### src/rtl/pwm_driver.sv
// ---------------------------------------------------------------------------
// pwm_driver
//   8-bit PWM generator driven by the fuzzy-logic controller's duty command.
//   A prescaler divides clk into PWM ticks. A 0..254 period counter advances
//   once per tick, so one PWM period is 255 ticks. The applied duty is latched
//   only at period boundaries.
//
//   Optional feature macro: PWM_SLEW_LIMIT_EN
//     defined   : the duty step per period is limited to SLEW. duty_active
//                 is held at 0 while idle, so every start ramps up from 0.
//     undefined : duty_active takes pw at each boundary and keeps its last
//                 value while idle. SLEW is not used.
//
// Parameters
//   PRESCALE  clk cycles per PWM tick (1..256)
//   SLEW      maximum duty change per period (1..255)
//
// Ports
//   clk           rising-edge clock
//   rst_n         asynchronous active-low reset
//   pw[7:0]       duty command (0 = off, 255 = fully on)
//   en            run request, level-sensitive
//   pwm_out       registered PWM waveform
//   period_start  one-clk pulse on the first cycle of each period
//   duty_active   duty value applied in the current period
//   busy          high while running or draining the last period
// ---------------------------------------------------------------------------
module pwm_driver #(
  parameter int unsigned PRESCALE = 1,
  parameter int unsigned SLEW     = 8
) (
  input  logic       clk,
  input  logic       rst_n,
  input  logic [7:0] pw,
  input  logic       en,
  output logic       pwm_out,
  output logic       period_start,
  output logic [7:0] duty_active,
  output logic       busy
);

  localparam int unsigned PW_W = (PRESCALE > 1) ? $clog2(PRESCALE) : 1;
  localparam logic [PW_W-1:0] PRESC_MAX = PW_W'(PRESCALE - 1);
  localparam logic [7:0]      CNT_LAST  = 8'd254;

  generate
    if (PRESCALE < 1 || PRESCALE > 256 || SLEW < 1 || SLEW > 255) begin : g_bad_param
      $error("pwm_driver: PRESCALE or SLEW out of range");
    end
  endgenerate

  typedef enum logic [1:0] {
    IDLE  = 2'd0,
    RUN   = 2'd1,
    DRAIN = 2'd2
  } state_e;

  state_e          state_q, state_d;
  logic [PW_W-1:0] presc_q, presc_d;
  logic [7:0]      cnt_q, cnt_d;
  logic [7:0]      duty_q, duty_d;
  logic            pwm_q, pwm_d;
  logic            ps_q, ps_d;

  logic            tick;
  logic            boundary;
  logic [7:0]      duty_next;

  assign tick     = (state_q != IDLE) && (presc_q == PRESC_MAX);
  assign boundary = tick && (cnt_q == CNT_LAST);

  // Duty value to load at the next boundary.
`ifdef PWM_SLEW_LIMIT_EN
  logic [7:0] duty_base;
  logic [8:0] pw9, base9, slew9;

  always_comb begin
    // The ramp always starts from 0 when leaving IDLE, even in the first
    // idle cycle where duty_q may still hold the previous run's value.
    duty_base = (state_q == IDLE) ? '0 : duty_q;
    pw9       = {1'b0, pw};
    base9     = {1'b0, duty_base};
    slew9     = 9'(SLEW);
    // 9-bit compares cannot wrap: base+SLEW < 511 and pw+SLEW < 511.
    if (pw9 > base9 + slew9) begin
      duty_next = duty_base + 8'(SLEW);
    end else if (pw9 + slew9 < base9) begin
      duty_next = duty_base - 8'(SLEW);
    end else begin
      duty_next = pw;
    end
  end
`else
  assign duty_next = pw;
`endif

  // State register
  always_ff @(posedge clk or negedge rst_n) begin
    if (!rst_n) begin
      state_q <= IDLE;
    end else begin
      state_q <= state_d;
    end
  end

  // Next-state logic. RUN/DRAIN only react to en on ticks, and a period
  // end always takes priority, so no period end is ever skipped.
  always_comb begin
    state_d = state_q;
    unique case (state_q)
      IDLE: begin
        if (en) state_d = RUN;
      end
      RUN: begin
        if (boundary)      state_d = en ? RUN : IDLE;
        else if (tick && !en) state_d = DRAIN;
      end
      DRAIN: begin
        if (boundary)      state_d = en ? RUN : IDLE;
        else if (tick && en)  state_d = RUN;
      end
      default: state_d = IDLE;
    endcase
  end

  // Datapath and output logic. pwm_out/period_start are computed from the
  // next-cycle counter and duty so the registered outputs line up with them.
  always_comb begin
    presc_d = presc_q;
    cnt_d   = cnt_q;
    duty_d  = duty_q;
    ps_d    = 1'b0;

    if (state_q == IDLE) begin
      presc_d = '0;
      cnt_d   = '0;
`ifdef PWM_SLEW_LIMIT_EN
      duty_d  = '0;
`endif
      if (en) begin
        duty_d = duty_next;
        ps_d   = 1'b1;
      end
    end else if (tick) begin
      presc_d = '0;
      if (cnt_q == CNT_LAST) begin
        cnt_d = '0;
        if (en) begin
          duty_d = duty_next;
          ps_d   = 1'b1;
        end
`ifdef PWM_SLEW_LIMIT_EN
        else begin
          duty_d = '0;
        end
`endif
      end else begin
        cnt_d = cnt_q + 8'd1;
      end
    end else begin
      presc_d = presc_q + PW_W'(1);
    end

    pwm_d = (state_d != IDLE) && (cnt_d < duty_d);
  end

  always_ff @(posedge clk or negedge rst_n) begin
    if (!rst_n) begin
      presc_q <= '0;
      cnt_q   <= '0;
      duty_q  <= '0;
      pwm_q   <= 1'b0;
      ps_q    <= 1'b0;
    end else begin
      presc_q <= presc_d;
      cnt_q   <= cnt_d;
      duty_q  <= duty_d;
      pwm_q   <= pwm_d;
      ps_q    <= ps_d;
    end
  end

  assign pwm_out      = pwm_q;
  assign period_start = ps_q;
  assign duty_active  = duty_q;
  assign busy         = (state_q != IDLE);

endmodule

### config.mk
export PLATFORM = sky130hd
export DESIGN_NAME = pwm_driver
export DESIGN_NICKNAME = d
export VERILOG_FILES = /design/src/rtl/pwm_driver.sv
export SDC_FILE = /design/constraint.sdc
export NUM_CORES = 1
export LEC_CHECK = 0
export CAP_MARGIN = 30
export CORE_MARGIN = 4
export CORE_UTILIZATION = 50
export DETAILED_ROUTE_END_ITERATION = 8
export PLACE_DENSITY = 0.88
export SYNTH_ARGS = -nofsm -noshare
export SYNTH_HDL_FRONTEND = slang
export SYNTH_SLANG_ARGS = --single-unit
### constraint.sdc
create_clock -name clk -period 3.25 [get_ports clk]
set_clock_uncertainty 0.2 [all_clocks]
set_input_delay 0.65 -clock clk [delete_from_list [all_inputs] [get_ports clk]]
set_output_delay 0.65 -clock clk [all_outputs]
set_load 0.02 [all_outputs]
==> impl_metrics.json <==
{
  "place_hpwl_mm": 1.73,
  "status": "completed",
  "gp_congestion": 0.770,
  "synth_common_cells": "21 x dfrtp_1, 12 x nor2_1, 9 x ha_1, 9 x inv_1, 8 x mux2i_1",
  "yosysUniqueCellTypes": 32,
  "cts_buffers": 3,
  "yosysTopAreaCellShare": 0.469,
  "busiest_layer": "met2",
  "peakVddDrop_v": 0.000423,
  "rows": 16,
  "yosysMostFrequentCell": "dfrtp_1",
  "worst_pin_slew_ns": 0.918,
  "drive_gt1_frac": 0.0916,
  "period_needed_ns": 2.76,
  "power_density_nw_per_um2": 689,
  "nets": 152,
  "synth_fp_nets": 127,
  "syn_to_final_growth_pct": 23.4,
  "drtPass1Iterations": 4,
  "clkSinkCount": 21,
  "die-area_sq_um": 3060,
  "synth_area_leader_cell": "dfrtp_1",
  "maxSlewHeadroom": 0.386,
  "use_met3": 0.0559,
  "io_buffers": 21,
  "clock_path_buffers": 2,
  "drv_slew": 0,
  "crit_fanout": 8,
  "wl_per_cell_microns": 14.0,
  "start_kind": "register",
  "fmax_mhz": 362,
  "ios": 22,
  "timing.setup.tns_ns": 0,
  "via_count": 830,
  "drv_cap": 0,
  "wl_mm": 2.21,
  "synthArstFlopShare": 1.00,
  "r2r_setup_slack_ns": 0.49,
  "final_cells": 158,
  "yosys-top-cells-area": "dfrtp_1 47%, ha_1 10%, mux2i_1 7.1%",
  "crit_required_ns": 3.29,
  "period_share": 0.850,
  "postCtsHoldBufs": 0,
  "rsz0062_at_grt": "no",
  "grt_use_met1": 0.216,
  "antenna_found_initial": 0,
  "avgSynthCellArea_sq_um": 10.5,
  "die_x_microns": 55.4,
  "yosysSeqAreaShare": 0.469,
  "initial_core_util": 0.549,
  "core_area_sq_um": 2040,
  "synth_flop_cell": "dfrtp_1",
  "synth_edf_count": 0,
  "grt_max_degree": 22,
  "ys_warn_count": 0,
  "cts.clk_slew.worst_paths_ns": 0.11,
  "grt_use_met2": 0.257,
  "grt_pass1_wl_mm": 4.01,
  "leakage_uw": 0.000705,
  "synth_seq_cells": 21,
  "grt_pass1_vias": 881,
  "drc_errors": 0,
  "hold_viol_final": 0,
  "critPathArrivalTime_ns": 2.80,
  "vias_per_cell": 5.25,
  "drtIter0Drc": 9,
  "crit_path_end_kind": "register",
  "worstSkewPairLatency_ns": 0.30,
  "die_h_microns": 55.4,
  "dpl.cell_count": 154,
  "cts_htree_levels": 1,
  "cts_tree": "done",
  "path_class": "register to register",
  "netlist_instances": 107,
  "cts_root_buffer": "clkbuf_4",
  "final_antenna_net_count": 0,
  "track_usage": 0.161,
  "syn-cell-area_sq_um": 1120,
  "hold_path.class": "register to register",
  "post_cts_resize_count": 0,
  "post_cts.repair.setup_buffers": 0,
  "grt_overflow": 0,
  "finalSetupViolCount": 0,
  "num_antenna_cells": 0
}
state kept, by name, summed over array words and instances (netlist names):
| register | count |
|---|---|
| presc_q | 1 |
| duty_active | 8 |
| state_q | 2 |
| period_start | 1 |
| cnt_q | 8 |
| pwm_out | 1 |
worst paths after layout:
path | start | end | cells past startpoint
setup / recovery | cnt_q[0]$_DFF_PN0_ | pwm_out$_DFF_PN0_ | 12
hold / removal | duty_active[1]$_DFF_PN0_ | duty_active[1]$_DFF_PN0_ | 1
setup reg to reg | cnt_q[0]$_DFF_PN0_ | pwm_out$_DFF_PN0_ | 12
hold reg to reg | duty_active[1]$_DFF_PN0_ | duty_active[1]$_DFF_PN0_ | 1
max in group asynchronous | rst_n | duty_active[0]$_DFF_PN0_ | 1
min in group asynchronous | rst_n | cnt_q[7]$_DFF_PN0_ | 1
worst max-delay path: stages (launching register included):
cell and delay (ns):
dfrtp_1 0.44, inv_1 0.08, ha_1 0.15, nand3_1 0.14, o31ai_4 0.29, nand2_4 0.15, mux2i_1 0.23, ha_1 0.29
a21oi_1 0.16, nand2_1 0.06, a221oi_1 0.27, o21ai_0 0.13, o21ai_1 0.09
cell usage in the layout, fill, tap and decap left out, types with 2 or more instances in the layout:
master,netlist,layout
dfrtp_1,21,21
clkdlybuf4s50_1,0,21
nor2_1,12,12
inv_1,9,9
ha_1,9,9
mux2i_1,8,8
a21oi_1,5,5
nand2_1,5,5
nand3_1,4,4
xnor2_1,4,4
clkbuf_4,0,3
nor2_2,2,2
inv_2,2,2
nor3_1,2,2
nand2b_1,2,2
o21ai_0,2,2
xor2_1,2,2
a21o_1,2,2
cell type report:
| class | count | area [sq um] |
|---|---|---|
| repair buffers | 22 | 218 |
| inverters | 11 | 41.3 |
| flip-flops and latches | 21 | 526 |
| fillers | 179 | 658 |
| clock buffers | 4 | 26.3 |
| multi-input cells | 73 | 539 |
| well taps | 27 | 33.8 |
routing by layer:
metal,vias up,part of all wire
met5,-,0
met4,0,0.0032
met3,2,0.048
met2,19,0.47
met1,399,0.48
li1,410,-
through the flow:
step	area [sq um]	total power [uW]	setup slack (ns)	util	hold slack (ns)
3_5_place_dp	1360	837	0.297	0.665	0.317
4_1_cts	1380	968	0.445	0.678	0.343
3_3_place_gp	1360	823	0.394	0.665	0.313
2_1_floorplan	1120	649	0.685	-	0.154
5_1_grt	1380	1030	0.0679	0.678	0.353
6_report	1380	954	0.488	0.678	0.339
report_power, final:
part / internal [uW] / total (uW) / switching, uW
clock network: 47.9 / 124 / 76.2
logic: 211 / 445 / 234
registers: 331 / 385 / 53.4
cells by family after synthesis:
group / synth area share
AOI/OAI and AO/OA: 0.0893
xor gates and xnor gates: 0.0469
adders and majority gates: 0.100
buffers and inverters: 0.0502
DFF: 0.469
muxes: 0.0848
other: 0.00335
and+or+nand+nor: 0.156
(Power assumes the default switching activity.)
